<file path="src/rtl/regbank_pkg.sv">
// regbank_pkg
//   Shared definitions for the register8_bank write-port arbitration slice.
//   - REGBANK_ADDR_W / REGBANK_DATA_W : default address / data widths
//   - X0_ADDR                         : hardwired-zero register address
//   - arb_state_t                     : arbiter FSM states (ARB, LOCK)
package regbank_pkg;

    localparam int REGBANK_ADDR_W = 3;
    localparam int REGBANK_DATA_W = 8;

    localparam logic [2:0] X0_ADDR = 3'd0;

    typedef enum logic {
        ARB  = 1'b0,
        LOCK = 1'b1
    } arb_state_t;

endpackage

</file>
<file path="src/rtl/regbank_write_arbiter_rr_pick.sv">
// rr_pick
//   Combinational round-robin priority pick. Scans the valid vector from
//   ptr upward with wrap-around and returns the first valid index.
//   Ports:
//     valid [N-1:0]  : request vector
//     ptr   [IW-1:0] : index with highest priority this cycle
//     grant [N-1:0]  : one-hot (or zero) grant
//     idx   [IW-1:0] : index of the granted bit (0 when nothing valid)
module rr_pick #(
    parameter int N  = 4,
    parameter int IW = $clog2(N)
) (
    input  logic [N-1:0]  valid,
    input  logic [IW-1:0] ptr,
    output logic [N-1:0]  grant,
    output logic [IW-1:0] idx
);

    logic          found;
    logic [IW-1:0] j;

    always_comb begin
        grant = '0;
        idx   = '0;
        found = 1'b0;
        j     = '0;
        for (int unsigned k = 0; k < N; k++) begin
            j = IW'((32'(ptr) + k) % N);
            if (!found && valid[j]) begin
                found    = 1'b1;
                grant[j] = 1'b1;
                idx      = j;
            end
        end
    end

endmodule

</file>
<file path="src/rtl/regbank_write_arbiter.sv">
// regbank_write_arbiter
//   Round-robin arbiter sharing the single write port of register8_bank
//   among N_REQ valid/ready requesters, with bounded locked bursts.
//   Writes to X0 complete the handshake but never pulse write_enable.
//   Ports:
//     clk, rst (async, active-high)
//     req_valid/req_lock [N_REQ]    : per-requester request / keep-port flag
//     req_addr/req_data (packed)    : slice i belongs to requester i
//     req_ready [N_REQ]             : one-hot-or-zero grant (combinational)
//     write_enable/addr/data        : registered bank write port
//     busy                          : registered, high while in LOCK
//     owner                         : last granted requester
//   Optional (`define REG_ARB_STATS_EN):
//     grant_count [N_REQ*8]         : saturating per-requester transfer counts
//     drop_count  [8]               : saturating count of X0 transfers
module regbank_write_arbiter
    import regbank_pkg::*;
#(
    parameter int N_REQ    = 4,
    parameter int ADDR_W   = REGBANK_ADDR_W,
    parameter int DATA_W   = REGBANK_DATA_W,
    parameter int LOCK_MAX = 8
) (
    input  logic                      clk,
    input  logic                      rst,
    input  logic [N_REQ-1:0]          req_valid,
    input  logic [N_REQ-1:0]          req_lock,
    input  logic [N_REQ*ADDR_W-1:0]   req_addr,
    input  logic [N_REQ*DATA_W-1:0]   req_data,
    output logic [N_REQ-1:0]          req_ready,
    output logic                      write_enable,
    output logic [ADDR_W-1:0]         write_addr,
    output logic [DATA_W-1:0]         write_data,
    output logic                      busy,
    output logic [$clog2(N_REQ)-1:0]  owner
`ifdef REG_ARB_STATS_EN
    ,
    output logic [N_REQ*8-1:0]        grant_count,
    output logic [7:0]                drop_count
`endif
);

    localparam int IW = $clog2(N_REQ);
    localparam int CW = $clog2(LOCK_MAX + 1);
    localparam logic [IW-1:0]     LAST_IDX  = IW'(N_REQ - 1);
    localparam logic [CW-1:0]     CNT_MAX   = CW'(LOCK_MAX);
    localparam logic [ADDR_W-1:0] ZERO_ADDR = ADDR_W'(X0_ADDR);

    arb_state_t        state;
    logic [IW-1:0]     rr_ptr;
    logic [CW-1:0]     burst_cnt;
    logic [CW-1:0]     cnt_next;
    logic [N_REQ-1:0]  pick_grant;
    logic [IW-1:0]     pick_idx;
    logic [IW-1:0]     xfer_idx;
    logic [IW-1:0]     next_ptr;
    logic              xfer;
    logic [ADDR_W-1:0] addr_arr [N_REQ];
    logic [DATA_W-1:0] data_arr [N_REQ];
    logic [ADDR_W-1:0] xfer_addr;
    logic [DATA_W-1:0] xfer_data;

    rr_pick #(.N(N_REQ)) u_pick (
        .valid (req_valid),
        .ptr   (rr_ptr),
        .grant (pick_grant),
        .idx   (pick_idx)
    );

    always_comb begin
        for (int unsigned i = 0; i < N_REQ; i++) begin
            addr_arr[i] = req_addr[i*ADDR_W +: ADDR_W];
            data_arr[i] = req_data[i*DATA_W +: DATA_W];
        end
    end

    // Ready depends only on state/pointer/owner/valid; addr/data never feed it.
    always_comb begin
        req_ready = '0;
        xfer_idx  = pick_idx;
        if (state == ARB) begin
            req_ready = pick_grant;
        end else begin
            xfer_idx         = owner;
            req_ready[owner] = req_valid[owner];
        end
    end

    assign xfer      = |(req_valid & req_ready);
    assign xfer_addr = addr_arr[xfer_idx];
    assign xfer_data = data_arr[xfer_idx];
    assign next_ptr  = (xfer_idx == LAST_IDX) ? '0 : xfer_idx + 1'b1;
    assign cnt_next  = burst_cnt + 1'b1;

    always_ff @(posedge clk or posedge rst) begin
        if (rst) begin
            state        <= ARB;
            rr_ptr       <= '0;
            owner        <= '0;
            burst_cnt    <= '0;
            busy         <= 1'b0;
            write_enable <= 1'b0;
            write_addr   <= '0;
            write_data   <= '0;
        end else begin
            write_enable <= xfer && (xfer_addr != ZERO_ADDR);
            if (xfer) begin
                write_addr <= xfer_addr;
                write_data <= xfer_data;
                owner      <= xfer_idx;
                rr_ptr     <= next_ptr;
            end
            case (state)
                ARB: begin
                    if (xfer && req_lock[xfer_idx] && (LOCK_MAX > 1)) begin
                        state     <= LOCK;
                        busy      <= 1'b1;
                        burst_cnt <= CW'(1);
                    end
                end
                LOCK: begin
                    if (xfer) begin
                        if (!req_lock[owner] || cnt_next == CNT_MAX) begin
                            state     <= ARB;
                            busy      <= 1'b0;
                            burst_cnt <= '0;
                        end else begin
                            burst_cnt <= cnt_next;
                        end
                    end else if (!req_valid[owner] && !req_lock[owner]) begin
                        // rr_ptr already holds owner+1 from the owner's last transfer.
                        state     <= ARB;
                        busy      <= 1'b0;
                        burst_cnt <= '0;
                    end
                end
                default: begin
                    state <= ARB;
                    busy  <= 1'b0;
                end
            endcase
        end
    end

`ifdef REG_ARB_STATS_EN
    logic [7:0] gcnt [N_REQ];
    logic [7:0] dcnt;

    always_ff @(posedge clk or posedge rst) begin
        if (rst) begin
            for (int unsigned i = 0; i < N_REQ; i++) begin
                gcnt[i] <= '0;
            end
            dcnt <= '0;
        end else if (xfer) begin
            if (gcnt[xfer_idx] != '1) begin
                gcnt[xfer_idx] <= gcnt[xfer_idx] + 8'd1;
            end
            if (xfer_addr == ZERO_ADDR && dcnt != '1) begin
                dcnt <= dcnt + 8'd1;
            end
        end
    end

    always_comb begin
        for (int unsigned i = 0; i < N_REQ; i++) begin
            grant_count[i*8 +: 8] = gcnt[i];
        end
    end

    assign drop_count = dcnt;
`endif

endmodule
</file>
<file path="config.mk">
export PLATFORM = sky130hd
export DESIGN_NAME = regbank_write_arbiter
export DESIGN_NICKNAME = d
export VERILOG_FILES = /design/src/rtl/regbank_pkg.sv /design/src/rtl/regbank_write_arbiter_rr_pick.sv /design/src/rtl/regbank_write_arbiter.sv
export SDC_FILE = /design/constraint.sdc
export NUM_CORES = 1
export LEC_CHECK = 0
export CORE_AREA = 5 5 88 66
export DETAILED_ROUTE_END_ITERATION = 8
export DIE_AREA = 0 0 93 71
export PLACE_DENSITY = 0.76
export SYNTH_ARGS = -nofsm -noshare
export SYNTH_HDL_FRONTEND = slang
export SYNTH_HIERARCHICAL = 1
export SYNTH_SLANG_ARGS = --single-unit
</file>
<file path="constraint.sdc">
create_clock -name clk -period 4 [get_ports clk]
set_clock_uncertainty 0.1 [all_clocks]
set_input_delay 0.4 -clock clk [delete_from_list [all_inputs] [get_ports clk]]
set_output_delay 0.4 -clock clk [all_outputs]
set_load 0.05 [all_outputs]
</file>
-- After elaboration in Yosys (flattened, before gate mapping)
Index checks and enable logic that the tools add are counted.
W data, S select, Z words.
- flip-flop bits (word level): 22
- bits of input ports: 54
- output and inout bits: 19
- word-level logic and storage cells: 117
- $add $sub $neg: 5
- $lt $le $gt $ge: 12
- equality and inequality tests: 5
- mux-type cells: 59
- bitwise logic cells: 7
- reductions and logical operators: 21
- operator list (operator ; number):
    $mux W4 ; 9
    $mux W1 ; 23
    $lt A2 B3 Y1 const B ; 6
    $bmux W8 S2 ; 1
    $mux W8 ; 2
    $bmux W1 S2 ; 7
    $mux W2 ; 6
    $or A4 B4 Y4 ; 3
    $logic_and A1 B1 Y1 ; 11
    $demux W1 S2 ; 5
    $ge A2 B1 Y1 const B ; 5
    $and A4 B4 Y4 ; 2
    $pmux W4 S2 ; 1
    $bmux W3 S2 ; 1
    $mux W3 ; 2
    $logic_not A1 Y1 ; 5
    $add A2 B1 Y2 const B ; 2
    $add A2 B2 Y2 const B ; 2
    $add A4 B1 Y4 const B ; 1
    $eq A4 B4 Y1 const B ; 1
    $pmux W1 S2 ; 2
    $reduce_or A4 Y1 ; 1
    $ge A3 B3 Y1 const B ; 1
    $ne A3 B1 Y1 const B ; 1
    9 further kinds ; 9

-- Depth between registers and ports, before layout
Gate-level depths: netlist of run 1.
- depth after elaboration: 19
- mapped depth: 13
- gate-level depth less buffers: 11

-- Hierarchy
Netlist of run 1, hierarchy kept.
- by module, submodules not included (module ; times used ; cells an instance ; area an instance (um^2) ; sequential area each (um^2)):
    regbank_write_arbiter ; 1 ; 105 ; 1440.1 ; 550.5
    rr_pick ; 1 ; 46 ; 419.2 ; 0.0

-- Least setup slack after synthesis of run 1
OpenSTA, ideal clock, no wires.
- path kind: reg2reg
- from: reg rr_ptr[0]
- to: reg write_data[1]
- library setup time: 0.125 ns
- data arrival time: 3.057 ns
- required time: 3.775 ns
- setup slack: 0.718 ns
- cell stages (with the launch flop): 13
- buffers on the path: 2
- period minus slack after synthesis: 3.282 ns
- cells stage by stage: dfrtp_1 -> buf_2 -> inv_1 -> ha_1 -> mux4_2 -> nor2b_4 -> o21ai_1 -> and3_1 -> o22ai_1 -> mux2i_1 -> buf_2 -> mux4_2 -> mux2_4
- longest elaborated chain between the ends: 17
- elaborated cells on any way between the ends: 59
- classes of those cells: add/sub (3); order compare (8); mux (32); bitwise (5); reduce/logical (11)
- RTL lines (item ; RTL line ; RTL):
    start, declared ; regbank_write_arbiter.sv:50 ; logic [IW-1:0] rr_ptr;
    start signal, assigned ; regbank_write_arbiter.sv:111 ; rr_ptr <= next_ptr;
    branches (longest 11 deep; another with $add A2 B1 Y2) ; n/a ;
    $mux W2 * ; regbank_write_arbiter_rr_pick.sv:29 ; if (!found && valid[j]) begin
    net pick_idx[1] ; regbank_write_arbiter.sv:54 ; logic [IW-1:0] pick_idx;
    $mux W2 * ; regbank_write_arbiter.sv:81 ; if (state == ARB) begin
    $not A2 Y3 (not written as such) * ; regbank_write_arbiter.sv:91 ; assign xfer_data = data_arr[xfer_idx];
    $bmux W8 S2 * ; regbank_write_arbiter.sv:91 ;
    $mux W8 (not written as such) * (2 in series) ; regbank_write_arbiter.sv:91 ;
    end signal, assigned ; regbank_write_arbiter.sv:109 ; write_data <= xfer_data;
    end, declared ; regbank_write_arbiter.sv:33 ; output logic [DATA_W-1:0] write_data,
Mark *: on every way through the listed nets, which the timed path passes. The select of a mux whose other input is x is not followed.
A chain may end at the register's enable or synchronous reset.

-- Worst setup path after layout of run 1
- from: in req_valid[3]
- to: out req_ready[2]
- longest elaborated chain between the ends: 13
- elaborated cells on any way between the ends: 28
- classes of those cells: mux (18); bitwise (4); reduce/logical (6)
- RTL lines (item ; RTL line ; RTL):
    start, declared ; regbank_write_arbiter.sv:26 ; input logic [N_REQ-1:0] req_valid,
    $bmux W1 S2 ; regbank_write_arbiter_rr_pick.sv:29 ;
    $mux W1 (not written as such) ; regbank_write_arbiter_rr_pick.sv:29 ;
    $mux W1 ; regbank_write_arbiter_rr_pick.sv:29 ;
    $logic_not A1 Y1 ; regbank_write_arbiter_rr_pick.sv:29 ;
    $logic_and A1 B1 Y1 ; regbank_write_arbiter_rr_pick.sv:29 ;
    $mux W1 ; regbank_write_arbiter_rr_pick.sv:29 ;
    $logic_not A1 Y1 ; regbank_write_arbiter_rr_pick.sv:29 ;
    $logic_and A1 B1 Y1 ; regbank_write_arbiter_rr_pick.sv:29 ;
    $mux W1 ; regbank_write_arbiter_rr_pick.sv:29 ;
    $logic_not A1 Y1 ; regbank_write_arbiter_rr_pick.sv:29 ;
    $logic_and A1 B1 Y1 ; regbank_write_arbiter_rr_pick.sv:29 ;
    $mux W4 * ; regbank_write_arbiter_rr_pick.sv:29 ;
    net pick_grant[2] ; regbank_write_arbiter.sv:53 ; logic [N_REQ-1:0] pick_grant;
    $mux W4 * ; regbank_write_arbiter.sv:81 ;
    end, declared ; regbank_write_arbiter.sv:30 ; output logic [N_REQ-1:0] req_ready,
The timed path passes the listed nets; every way through them passes the cells marked *. The select of a mux whose other input is x is not followed.

==> flow_metrics.py, run 1 <==
metrics = {
    "clock_tree": {
        "post_cts_buffers": 0,
        "clkSinkCount": 22,
        "clk_latency_ps": 260,
        "root_buffer": "clkbuf_8",
        "cts_resized": 0,
        "clk_pin_slew_worst_paths_ps": 80,
        "postCtsHoldBufs": 0,
        "clk_path_buf_depth": 2,
        "cts_tree": "built",
        "htreeDepth": 1,
        "cts_buffers": 3,
    },
    "flow_run": {
        "max-cap-violations": 0,
    },
    "floorplanning": {
        "placementRows": 22,
        "top_level_ports": 73,
        "core_area_um2": 4950,
        "die_w_um": 93,
        "initial_utilization": 0.375,
        "die_area_um2": 6600,
        "die_h_um": 71,
    },
    "timing": {
        "drv_slew": 0,
        "tightestPinTransition_ps": 792,
        "maxSlewHeadroom": 0.472,
        "fin_ws_ps": 298,
        "hold_viol": 0,
        "holdWs_ps": 410,
        "finalSetupTns_ps": 0,
        "min_period_over_period": 0.926,
        "setup_violations": 0,
        "finalCriticalPeriod_ps": 3700,
        "grt_setup_unrepaired": "false",
        "max_freq_mhz": 270,
    },
    "finish": {
        "syn2layout_area_growth_pct": 43.5,
        "fill_cells": 442,
        "final_common_cell": "clkdlybuf4s50_1",
        "instances_no_fill": 284,
        "final_layout_size_suffix_gt1_frac": 0.196,
        "final_cell_mix": "70 x clkdlybuf4s50_1, 22 x dfrtp_1, 17 x mux4_2",
        "final_core_util": 0.539,
        "fin_nets": 285,
        "final_cell_area_um2": 2670,
        "diodes": 0,
    },
    "yosys": {
        "yosysWarnings": 6,
        "ys.flop_type": "dfrtp_1",
        "synth_area_per_cell_um2": 12.3,
        "synth_edf_count": 0,
        "async_flop_share": 1.00,
        "synth_cell_types": 48,
        "synth_seq_cells": 22,
        "syn_inst": 151,
        "syn_area_um2": 1860,
        "synthesis.nets": 211,
        "yosysSeqAreaShare": 0.296,
    },
    "power_and_ir_drop": {
        "max-vdd-ir-drop_mv": 0.417,
        "switching_share": 0.477,
        "power_mw": 2.82,
        "p_clk_frac": 0.057,
        "p_leak_nw": 1.07,
        "power_density_nw_per_um2": 1060,
        "power_frac_seq": 0.159,
        "switchingPower_mw": 1.35,
        "p_int_mw": 1.48,
        "p_comb_frac": 0.785,
    },
    "detailed_routing": {
        "drt-pass1-iter-count": 4,
        "routedWlPerCell_um": 16.5,
        "drt-initial-drc-count": 73,
        "ant_nets": 0,
        "totalWireLength_mm": 4.67,
        "drc": 0,
        "via_per_inst": 5.56,
        "vias": 1578,
    },
    "place": {
        "place_ws_ps": 231,
        "gp_congestion": 0.852,
        "hpwl_mm": 3.78,
        "port_buffers": 72,
        "placed_cell_area_um2": 2610,
        "dp.cells": 280,
    },
    "critical_path": {
        "crit_path_end_kind": "primary output",
        "worst_ep_arrival_time_ps": 3200,
        "crit_path_cell_trace": "clkdlybuf4s50_1, mux4_2, nand2b_4, nor3_4, a22oi_1, o21ai_1, o2bb2ai_1, clkdlybuf4s50_1",
        "cp_max_fo": 10,
        "critPathSlowestCell": "clkdlybuf4s50_1",
        "crit_type": "input port to primary output",
        "critPathBufInv": 2,
        "path_delay_family": "buffers and inverters",
        "crit_path_frequent_cell": "clkdlybuf4s50_1",
        "start_kind": "input port",
        "cp.required_ps": 3500,
        "critPathMaxStageDelay_ps": 820,
    },
    "global_route": {
        "grt_remaining_overflow": 0,
        "grt_max_degree": 23,
        "grt_pass1_wl_mm": 7.52,
        "antenna_found_initial": 0,
        "grt_pass1_vias": 1544,
        "track_usage": 0.141,
    },
    "status": {
        "status": "finished clean",
    },
    "hold_path": {
        "min_path_type": "flop to flop",
    },
}
-- Yosys cell counts (4+ instances only) --
cell / instances / area [um^2]
a22oi_1: 10 / 75.1
mux2_2: 5 / 56.3
o21ai_1: 6 / 30.0
nor2_1: 5 / 18.8
mux4_2: 17 / 383
ha_1: 6 / 75.1
inv_1: 6 / 22.5
nand2_1: 9 / 33.8
dfrtp_1: 22 / 551
mux2i_1: 5 / 50.1
o2bb2ai_1: 4 / 35.0
mux2_4: 7 / 105
-- final cells by class --
| class | instances | area (um^2) | share of cell area |
|---|---|---|---|
| multi-input cells | 115 | 1220 | 0.457 |
| well taps | 60 | 75.1 | 0.0281 |
| clock buffers | 4 | 55.1 | 0.0206 |
| inverters | 8 | 30.0 | 0.0113 |
| flip-flops and latches | 22 | 551 | 0.206 |
| repair buffers | 75 | 738 | 0.277 |
-- metal layers --
layer  vias up  part of all wire  GRT usage
li1        749                 -          -
met1       772              0.44      0.190
met2        55              0.49      0.230
met3         2             0.075     0.0489
met4         0           0.00086    0.00976
met5         -                 0          0
-- cells by family after synthesis --
logic type	share of synthesized area
AND/OR/NAND/NOR	0.0983
XOR/XNOR	0.00942
buffers and inverters	0.0478
AO/OA/AOI/OAI	0.156
multiplexers	0.352
adder cells (fa/ha/maj)	0.0404
flip-flops	0.296
-- power by group through the flow --
stage | registers [mW] | logic [mW] | clock network [mW]
floorplan | 0.708 | 1.51 | 0
global placement | 0.447 | 2.20 | 0
detailed placement | 0.450 | 2.23 | 0
CTS | 0.449 | 2.23 | 0.162
global route | 0.466 | 2.38 | 0.172
finish | 0.448 | 2.21 | 0.159
-- final timing paths --
kind / startpoint / end / slack, ps / depth (start not counted)
min in group asynchronous: rst / burst_cnt[1]$_DFFE_PP0P_ / 480 / 2
worst min register to register: write_data[7]$_DFFE_PP0P_ / write_data[7]$_DFFE_PP0P_ / 410 / 1
worst max-delay path: req_valid[3] / req_ready[2] / 300 / 8
worst min-delay path: write_data[7]$_DFFE_PP0P_ / write_data[7]$_DFFE_PP0P_ / 410 / 1
max in group asynchronous: rst / write_addr[1]$_DFFE_PP0P_ / 2820 / 2
worst max register to register: rr_ptr[1]$_DFFE_PP0P_ / write_enable$_DFF_PP0_ / 590 / 9
-- sequential cells by signal, summed over array words and instances, names as in the netlist --
name          flops
write_enable      1
owner             2
write_addr        3
write_data        8
state             1
rr_ptr            2
burst_cnt         4
busy              1
-- worst register-to-register path: stages (launching register included) --
cell and delay (ps):
dfrtp_1 350, inv_1 110, ha_1 440, mux4_2 470
nor2_1 160, o31ai_1 140, mux2i_4 620, mux4_2 600
nor3_1 220, nor2_1 70
Power figures use the tool's default switching activity.
==> run 2: changes to the inputs <==
--- a/config.mk
+++ b/config.mk
@@ -9,6 +9,7 @@
 export DETAILED_ROUTE_END_ITERATION = 8
 export DIE_AREA = 0 0 93 71
 export PLACE_DENSITY = 0.76
+export SLEW_MARGIN = 0
 export SYNTH_ARGS = -nofsm -noshare
 export SYNTH_HDL_FRONTEND = slang
 export SYNTH_HIERARCHICAL = 1
==> results of run 2 <==
Final layout, timing and power as in run 1 (identical DEF).
==> run 3: changes to the inputs <==
--- a/config.mk
+++ b/config.mk
@@ -9,7 +9,6 @@
 export DETAILED_ROUTE_END_ITERATION = 8
 export DIE_AREA = 0 0 93 71
 export PLACE_DENSITY = 0.76
-export SLEW_MARGIN = 0
 export SYNTH_ARGS = -nofsm -noshare
 export SYNTH_HDL_FRONTEND = slang
 export SYNTH_HIERARCHICAL = 1
==> results of run 3 <==
Final layout, timing and power as in run 1 (identical DEF).
